**src/rtl/mem_stage_pkg.sv**
```systemverilog
// Shared types and constants for the memory-stage controller.
package mem_stage_pkg;

  // Default data/address width of the memory stage.
  localparam int unsigned DATA_W_DEF = 16;

  // Bits that must be zero for an address to be halfword aligned.
  localparam logic [DATA_W_DEF-1:0] ALIGN_MASK = 16'h0001;

  // Controller states: IDLE presents requests, WAIT holds for mem_done.
  typedef enum logic [0:0] {
    ST_IDLE = 1'b0,
    ST_WAIT = 1'b1
  } mem_state_e;

endpackage : mem_stage_pkg

```
**src/rtl/mem_timeout_ctr.sv**
```systemverilog
// Wait-cycle counter: cleared when a request is accepted, counts while
// waiting for a response, and flags expiry at TIMEOUT-1.
module mem_timeout_ctr #(
  parameter int unsigned TIMEOUT = 32
) (
  input  logic clk,
  input  logic rst_n,
  input  logic clear,
  input  logic enable,
  output logic expired
);

  localparam int unsigned CNT_W = $clog2(TIMEOUT);
  localparam logic [CNT_W-1:0] CNT_LAST = CNT_W'(TIMEOUT - 1);

  logic [CNT_W-1:0] cnt_q;
  logic [CNT_W-1:0] cnt_d;

  // Next count: clear wins, otherwise count up and hold at the last value.
  always_comb begin
    cnt_d = cnt_q;
    if (clear) begin
      cnt_d = '0;
    end else if (enable && (cnt_q != CNT_LAST)) begin
      cnt_d = cnt_q + CNT_W'(1);
    end else begin
      cnt_d = cnt_q;
    end
  end

  // Count register with asynchronous reset.
  always_ff @(posedge clk or negedge rst_n) begin
    if (!rst_n) begin
      cnt_q <= '0;
    end else begin
      cnt_q <= cnt_d;
    end
  end

  assign expired = (cnt_q == CNT_LAST);

endmodule : mem_timeout_ctr

```
**src/rtl/mem_stage_ctrl.sv**
```systemverilog
// Memory-stage controller: issues one memory transaction per EX/MEM
// load/store, stalls the upstream pipeline until it completes, checks
// alignment, times out lost responses and gates halt until traffic drains.
module mem_stage_ctrl
  import mem_stage_pkg::*;
#(
  parameter int unsigned DATA_W  = DATA_W_DEF,
  parameter int unsigned TIMEOUT = 32
) (
  input  logic              clk,
  input  logic              rst_n,
  input  logic              XM_memRead,
  input  logic              XM_memWrite,
  input  logic [DATA_W-1:0] XM_aluOut,
  input  logic [DATA_W-1:0] XM_writeData,
  input  logic              XM_halt,
  output logic              mem_en,
  output logic              mem_wr,
  output logic [DATA_W-1:0] mem_addr,
  output logic [DATA_W-1:0] mem_wdata,
  input  logic              mem_stall,
  input  logic              mem_done,
  input  logic [DATA_W-1:0] mem_rdata,
  output logic              stall,
  output logic [DATA_W-1:0] M_readData,
  output logic              halt_out,
  output logic              err
);

  localparam logic [DATA_W-1:0] ALIGN_MASK_W = DATA_W'(ALIGN_MASK);

  mem_state_e        state_q;
  mem_state_e        state_d;
  logic              wr_q;
  logic              wr_d;
  logic              err_q;
  logic              err_d;

  logic              access_s;
  logic              misalign_s;
  logic              en_s;
  logic              stall_s;
  logic              halt_s;
  logic [DATA_W-1:0] rdata_s;
  logic              ctr_clear_s;
  logic              ctr_en_s;
  logic              ctr_expired_s;

  // A store wins when both request bits are set.
  assign access_s   = XM_memRead | XM_memWrite;
  assign misalign_s = |(XM_aluOut & ALIGN_MASK_W);

  mem_timeout_ctr #(
    .TIMEOUT (TIMEOUT)
  ) u_timeout (
    .clk     (clk),
    .rst_n   (rst_n),
    .clear   (ctr_clear_s),
    .enable  (ctr_en_s),
    .expired (ctr_expired_s)
  );

  // Next-state and combinational outputs of the request/wait FSM.
  always_comb begin
    state_d     = state_q;
    wr_d        = wr_q;
    err_d       = err_q;
    ctr_clear_s = 1'b0;
    ctr_en_s    = 1'b0;
    en_s        = 1'b0;
    stall_s     = 1'b0;
    halt_s      = 1'b0;
    rdata_s     = '0;
    case (state_q)
      ST_IDLE: begin
        if (access_s) begin
          if (misalign_s) begin
            // Misaligned access retires as a no-op and flags the error.
            err_d = 1'b1;
          end else begin
            en_s    = 1'b1;
            stall_s = 1'b1;
            if (!mem_stall) begin
              state_d     = ST_WAIT;
              wr_d        = XM_memWrite;
              ctr_clear_s = 1'b1;
            end else begin
              state_d = ST_IDLE;
            end
          end
        end else begin
          // Spurious mem_done is ignored here; only halt can retire.
          halt_s = XM_halt;
        end
      end
      ST_WAIT: begin
        if (mem_done) begin
          state_d = ST_IDLE;
          if (!wr_q) begin
            rdata_s = mem_rdata;
          end else begin
            rdata_s = '0;
          end
        end else if (ctr_expired_s) begin
          // Response lost: release the pipeline and flag the error.
          err_d   = 1'b1;
          state_d = ST_IDLE;
        end else begin
          stall_s  = 1'b1;
          ctr_en_s = 1'b1;
        end
      end
      default: begin
        state_d = ST_IDLE;
      end
    endcase
  end

  // FSM state, accepted-direction and sticky error registers.
  always_ff @(posedge clk or negedge rst_n) begin
    if (!rst_n) begin
      state_q <= ST_IDLE;
      wr_q    <= 1'b0;
      err_q   <= 1'b0;
    end else begin
      state_q <= state_d;
      wr_q    <= wr_d;
      err_q   <= err_d;
    end
  end

  // Outputs are forced low while reset is asserted.
  assign mem_en     = en_s & rst_n;
  assign mem_wr     = en_s & XM_memWrite & rst_n;
  assign mem_addr   = (en_s && rst_n) ? XM_aluOut : '0;
  assign mem_wdata  = (en_s && rst_n) ? XM_writeData : '0;
  assign stall      = stall_s & rst_n;
  assign M_readData = rst_n ? rdata_s : '0;
  assign halt_out   = halt_s & rst_n;
  assign err        = err_q & rst_n;

endmodule : mem_stage_ctrl
```
**config.mk**
```make
export PLATFORM = sky130hd
export DESIGN_NAME = mem_stage_ctrl
export DESIGN_NICKNAME = d
export VERILOG_FILES = /design/src/rtl/mem_stage_pkg.sv /design/src/rtl/mem_timeout_ctr.sv /design/src/rtl/mem_stage_ctrl.sv
export SDC_FILE = /design/constraint.sdc
export NUM_CORES = 1
export LEC_CHECK = 0
export BUFFER_PORTS_ARGS = -buffer_cell sky130_fd_sc_hd__buf_2
export CAP_MARGIN = 30
export CORE_MARGIN = 4
export CORE_UTILIZATION = 30
export DETAILED_ROUTE_END_ITERATION = 7
export GPL_ROUTABILITY_DRIVEN = 1
export PLACE_DENSITY = 0.91
export SLEW_MARGIN = 20
export SYNTH_ARGS = -nofsm -noshare
export SYNTH_HDL_FRONTEND = slang
export SYNTH_SLANG_ARGS = --single-unit
export TNS_END_PERCENT = 50
```
**constraint.sdc**
```tcl
create_clock -name clk -period 2.9 [get_ports clk]
set_input_delay 0.725 -clock clk [delete_from_list [all_inputs] [get_ports clk]]
set_output_delay 0.725 -clock clk [all_outputs]
set_load 0.05 [all_outputs]
```
Yosys cells after proc, flatten, opt, wreduce, memory -nomap -nowiden --
Index checks and enable logic that the tools add are counted.
Storage, ports and cells: bits of input ports 55, word-level logic and storage cells 53, output and inout port bits 53, register bits after elaboration 8
Cells by class: reduce and logical (&&, ||, !) cells 5, mux-type cells 27, bitwise operators 10, add/sub/neg operators 1, equal/unequal tests 6
Operator list (count):
- $mux 16 | 6
- $mux 1 | 16
- $mux 5 | 2
- $reduce_and 4->1 | 2
- $and 1x1->1 | 6
- $ne 2x2->1 const B | 3
- $pmux 1 s2 | 3
- $add 5x1->5 const B | 1
- $eq 5x5->1 const B | 1
- $ne 5x5->1 const B | 1
- $not 1->1 | 3
- $logic_and 1x1->1 | 2
- $ne 2x1->1 const B | 1
- $reduce_bool 2->1 | 1
- $or 1x1->1 | 1

Logic depth before layout (Yosys ltp) --
depth after elaboration 7, depth in mapped cells 6, mapped depth without buffers 6

Modules after synthesis --
A second synthesis with hierarchy kept.
Unflattened totals: cells, all modules 103, area, all modules 998.5 µm²
By module, submodules not included:
- mem_stage_ctrl | instances 1, cells an instance 80, sequential area each 75.1 µm², area each 749.5 µm²
- mem_timeout_ctr | instances 1, cells an instance 23, sequential area each 125.1 µm², area each 249.0 µm²

Least setup slack after synthesis --
OpenSTA, ideal clock, no wires.
path kind input to output, from in XM_memWrite, to out mem_wdata[10], data required time 2.175 ns, data arrival time 2.019 ns, buffers on the path 1, path slack 0.156 ns, cell stages on the path 4, path through nor2_1 -> nor4b_2 -> buf_2 -> and2_1
Between the ends: word-level cells in the longest chain between the ends 5
Ends and longest elaborated chain:
- start: declaration | RTL line mem_stage_ctrl.sv:13 | input logic XM_memWrite,
- $or 1x1->1 | RTL line mem_stage_ctrl.sv:50 | assign access_s = XM_memRead | XM_memWrite;
- $mux 1 | RTL line mem_stage_ctrl.sv:76 | if (access_s) begin
- $mux 1 | RTL line mem_stage_ctrl.sv:74 | case (state_q)
- $logic_and 1x1->1 | RTL line mem_stage_ctrl.sv:136 | assign mem_wdata = (en_s && rst_n) ? XM_writeData : '0;
- $mux 16 | RTL line mem_stage_ctrl.sv:136
- end: declaration | RTL line mem_stage_ctrl.sv:20 | output logic [DATA_W-1:0] mem_wdata,
No other way between the ends.

Final worst setup path --
from in XM_memWrite, to out mem_wdata[4]
Same word-level chain as after synthesis.

==> impl_results.html <==
<table>
<tr><th>Metric</th><th>Value</th></tr>
<tr><th colspan="2">Run status</th></tr>
<tr><td>Result of the run</td><td>completed</td></tr>
<tr><th colspan="2">Logic synthesis</th></tr>
<tr><td>Count of cell types in the netlist</td><td>26</td></tr>
<tr><td>Post-synthesis cell count</td><td>91</td></tr>
<tr><td>Async SR Flop Fraction</td><td>between 90% and 100%</td></tr>
<tr><td>Flip-flop and latch count after synthesis</td><td>8</td></tr>
<tr><td>Net Count, Synth</td><td>around 150</td></tr>
<tr><td>Sequential fraction of the synthesis area</td><td>between 20% and 30%</td></tr>
<tr><td>Warnings from Yosys</td><td>0</td></tr>
<tr><td>EDFF count, synth</td><td>0</td></tr>
<tr><td>Most used flip-flop cell after synthesis</td><td>dfrtp_1</td></tr>
<tr><td>Netlist area before placement</td><td>780.7 sq um</td></tr>
<tr><td>Syn avg cell area</td><td>8.580 sq um</td></tr>
<tr><th colspan="2">Global routing</th></tr>
<tr><td>Initial antenna violation count</td><td>0</td></tr>
<tr><td>Global-route wire length before repair</td><td>3884 um</td></tr>
<tr><td>Pin count of the biggest net entering global routing</td><td>34</td></tr>
<tr><td>Total congestion overflow after global routing</td><td>0</td></tr>
<tr><td>Overall fraction of global-route tracks in use</td><td>between 10% and 20%</td></tr>
<tr><td>Vias in the first global route</td><td>roughly 950</td></tr>
<tr><th colspan="2">Die</th></tr>
<tr><td>Placeable Area</td><td>2477 sq um</td></tr>
<tr><td>Number of top-level pins</td><td>108</td></tr>
<tr><td>Die footprint</td><td>3483 sq um</td></tr>
<tr><td>Starting density of the core</td><td>a little under a third</td></tr>
<tr><td>Chip Width</td><td>around 59 um</td></tr>
<tr><td>Chip Height</td><td>59.02 um</td></tr>
<tr><td>Placement Rows</td><td>18</td></tr>
<tr><th colspan="2">Routing</th></tr>
<tr><td>Total Routed Length</td><td>around 2600 um</td></tr>
<tr><td>Vias</td><td>just over 1000</td></tr>
<tr><td>Via density per instance</td><td>~4.5</td></tr>
<tr><td>Final antenna-violating net count</td><td>0</td></tr>
<tr><td>Number of iterations in the first detailed-routing pass</td><td>4</td></tr>
<tr><td>Violation count after the first detailed-routing iteration</td><td>25</td></tr>
<tr><td>Residual DRC</td><td>0</td></tr>
<tr><td>Wire length per cell after detailed routing</td><td>between 10 and 15 um</td></tr>
<tr><th colspan="2">Final layout</th></tr>
<tr><td>Antenna diode instance count</td><td>0</td></tr>
<tr><td>Fraction of layout cells with a size suffix above 1</td><td>between 50% and 60%</td></tr>
<tr><td>Post-synthesis to final-layout area growth</td><td>78.53%</td></tr>
<tr><td>Final non-filler cell area</td><td>1394 sq um</td></tr>
<tr><td>Area of all sequential standard cells</td><td>between 200 and 250 sq um</td></tr>
<tr><td>Total of fill cells in the finished design</td><td>between 200 and 250</td></tr>
<tr><td>Final nets</td><td>~260</td></tr>
<tr><td>Area taken by multi-input logic gates</td><td>about 560 sq um</td></tr>
<tr><th colspan="2">STA</th></tr>
<tr><td>Fmax achieved</td><td>a little under 0.4 GHz</td></tr>
<tr><td>Unrepaired setup endpoints after global routing</td><td>false</td></tr>
<tr><td>Setup violation total in the final timing report</td><td>0</td></tr>
<tr><td>Final-layout worst hold slack</td><td>about 280 ps</td></tr>
<tr><td>Final period util</td><td>between 80% and 90%</td></tr>
<tr><td>Final Skew</td><td>a little over 3 ps</td></tr>
<tr><td>Crit path time final</td><td>2601 ps</td></tr>
<tr><td>Summed negative setup slack over all endpoints</td><td>0 ps</td></tr>
<tr><td>Fin. max-slew vios</td><td>0</td></tr>
<tr><td>Number of hold violations in the final report</td><td>0</td></tr>
<tr><th colspan="2">Clock tree</th></tr>
<tr><td>H-tree depth</td><td>1</td></tr>
<tr><td>Buffer type at the clock tree root</td><td>clkbuf_4</td></tr>
<tr><td>Number of resized instances in the post-cts repair step</td><td>0</td></tr>
<tr><td>Number of buffers created by CTS</td><td>3</td></tr>
<tr><td>Worst-skew pair later-pin latency</td><td>250 ps</td></tr>
<tr><td>CTS tree</td><td>built</td></tr>
<tr><td>Clock Path Buffers</td><td>2</td></tr>
<tr><td>Sink Count</td><td>8</td></tr>
<tr><td>Setup Fix Bufs, Post-CTS</td><td>0</td></tr>
<tr><td>Hold bufs inserted after CTS</td><td>0</td></tr>
<tr><td>Clock-pin transition on the worst setup and hold timing paths</td><td>50 ps</td></tr>
<tr><th colspan="2">Hold path</th></tr>
<tr><td>Min-Delay Path Class</td><td>in2async</td></tr>
<tr><th colspan="2">Power</th></tr>
<tr><td>Ratio of total power to cell area</td><td>between 300 and 400 nW/um^2</td></tr>
<tr><td>Part of the total power dissipated in sequential elements</td><td>around 33%</td></tr>
<tr><td>Net load switching power</td><td>0.2045 mW</td></tr>
<tr><td>Internal Pwr Total</td><td>between 0.2 and 0.3 mW</td></tr>
<tr><td>Leakage power of the design</td><td>0.8848 nW</td></tr>
<tr><td>Part of the power in the clock network</td><td>between 15 and 20%</td></tr>
<tr><td>Maximum vdd drop</td><td>about 0.00024 V</td></tr>
<tr><td>Switch share</td><td>~43%</td></tr>
<tr><td>Relative contribution of combinational cells to total power</td><td>approximately half</td></tr>
<tr><th colspan="2">Worst setup path</th></tr>
<tr><td>Required time worst endpoint</td><td>approximately 2200 ps</td></tr>
<tr><td>Critical Path AT</td><td>1880 ps</td></tr>
<tr><td>Critical path type</td><td>in2out</td></tr>
<tr><td>Kind of launch point of the worst setup path</td><td>input pin</td></tr>
<tr><td>Crit path max fanout</td><td>33</td></tr>
<tr><td>Critical path capture point type</td><td>primary output</td></tr>
<tr><th colspan="2">Run</th></tr>
<tr><td>Max capacitance violation total</td><td>0</td></tr>
<tr><th colspan="2">Place</th></tr>
<tr><td>Detailed-placement wirelength estimate</td><td>between 2000 and 2500 um</td></tr>
<tr><td>Number of I/O port buffers</td><td>about 110</td></tr>
<tr><td>Gp weighted congestion</td><td>roughly 0.70</td></tr>
<tr><td>Total placed instance area</td><td>about 1400 sq um</td></tr>
</table>
==> cell usage after synthesis (2+ instances only) <==
| library cell | instances | share of area (%) |
|---|---|---|
| mux2i_1 | 2 | 2.6 |
| and2_1 | 49 | 39 |
| and4b_1 | 2 | 2.6 |
| ha_1 | 2 | 3.2 |
| xnor2_1 | 2 | 2.2 |
| nor2_1 | 5 | 2.4 |
| clkbuf_1 | 3 | 1.4 |
| dfrtp_1 | 8 | 26 |
==> power groups by stage <==
stage	Clock (mW)	Combinational (mW)	Sequential [mW]
6_report	0.0846	0.232	0.156
5_1_grt	0.0967	0.253	0.160
4_1_cts	0.0888	0.235	0.155
3_5_place_dp	0	0.232	0.157
3_3_place_gp	0	0.227	0.156
2_1_floorplan	0	0.155	0.152
==> worst paths after layout <==
kind / start / endpoint / slack (ps) / depth (start not counted)
max in group asynchronous: rst_n / u_timeout.cnt_q[1] / 2310 / 2
max: XM_memWrite / mem_wdata[4] / 300 / 6
min: rst_n / wr_q / 280 / 1
min reg2reg: err_q / err_q / 470 / 2
min in group clk: err_q / err_q / 470 / 2
max reg2reg: u_timeout.cnt_q[0] / u_timeout.cnt_q[3] / 1000 / 7
==> cell usage in the layout, fill, tap and decap left out, types with 2 or more instances in the layout <==
cell type,n
buf_2,105
and2_1,49
dfrtp_1,8
nor2_1,5
clkbuf_4,3
buf_4,3
and4b_1,2
mux2i_1,2
xnor2_1,2
ha_1,2
==> layer usage <==
metal  global-route usage [%]  up-vias  routed length (um)
li1                         -      512                   -
met1                    14.75      433                 825
met2                    25.87       85                1276
met3                    7.407        2                 478
met4                    4.531        0                  28
met5                        0        -                   0
==> critical path: stages <==
cell     delay [ps]
buf_2           100
nor2_1          100
nor4b_4         230
buf_4           280
and2_1          170
buf_2           260
==> flip-flops by register name, indices dropped and copies added (netlist names) <==
register,count
wr_q,1
err_q,1
u_timeout.cnt_q,5
state_q,1
==> cell families (layout without fill, tap and decap cells) <==
family                   after synthesis  in the layout  synth area share [%]
adder cells (fa/ha/maj)                2              2                 3.205
buffers and inverters                  6            113                 3.525
multiplexers                           3              3                 4.006
AND/OR/NAND/NOR                       64             64                 56.09
AO/OA/AOI/OAI                          5              5                 4.808
XOR/XNOR                               2              2                 2.244
other                                  1              1                0.4803
flip-flops                             8              8                 25.64
==> metrics by stage <==
step / power (mW) / std cells / util [%] / setup slack [ps]
finish: 0.4728 / 228 / 56.26 / 298.8
global placement: 0.3833 / 225 / 55.35 / 325.3
floorplan: 0.3067 / 91 / - / 155.5
CTS: 0.4796 / 228 / 56.26 / 292.4
global route: 0.5094 / 228 / 56.26 / 189.8
detailed placement: 0.3886 / 225 / 55.35 / 299.0
==> layout make-up <==
type | instances | share of cell area [%]
Timing Repair Buffer | 109 | 40.75
Multi-Input combinational cell | 77 | 40.31
Sequential cell | 8 | 14.36
Tap cell | 30 | 2.693
Clock buffer | 3 | 1.616
Inverter | 1 | 0.2693
(Power assumes the default switching activity.)
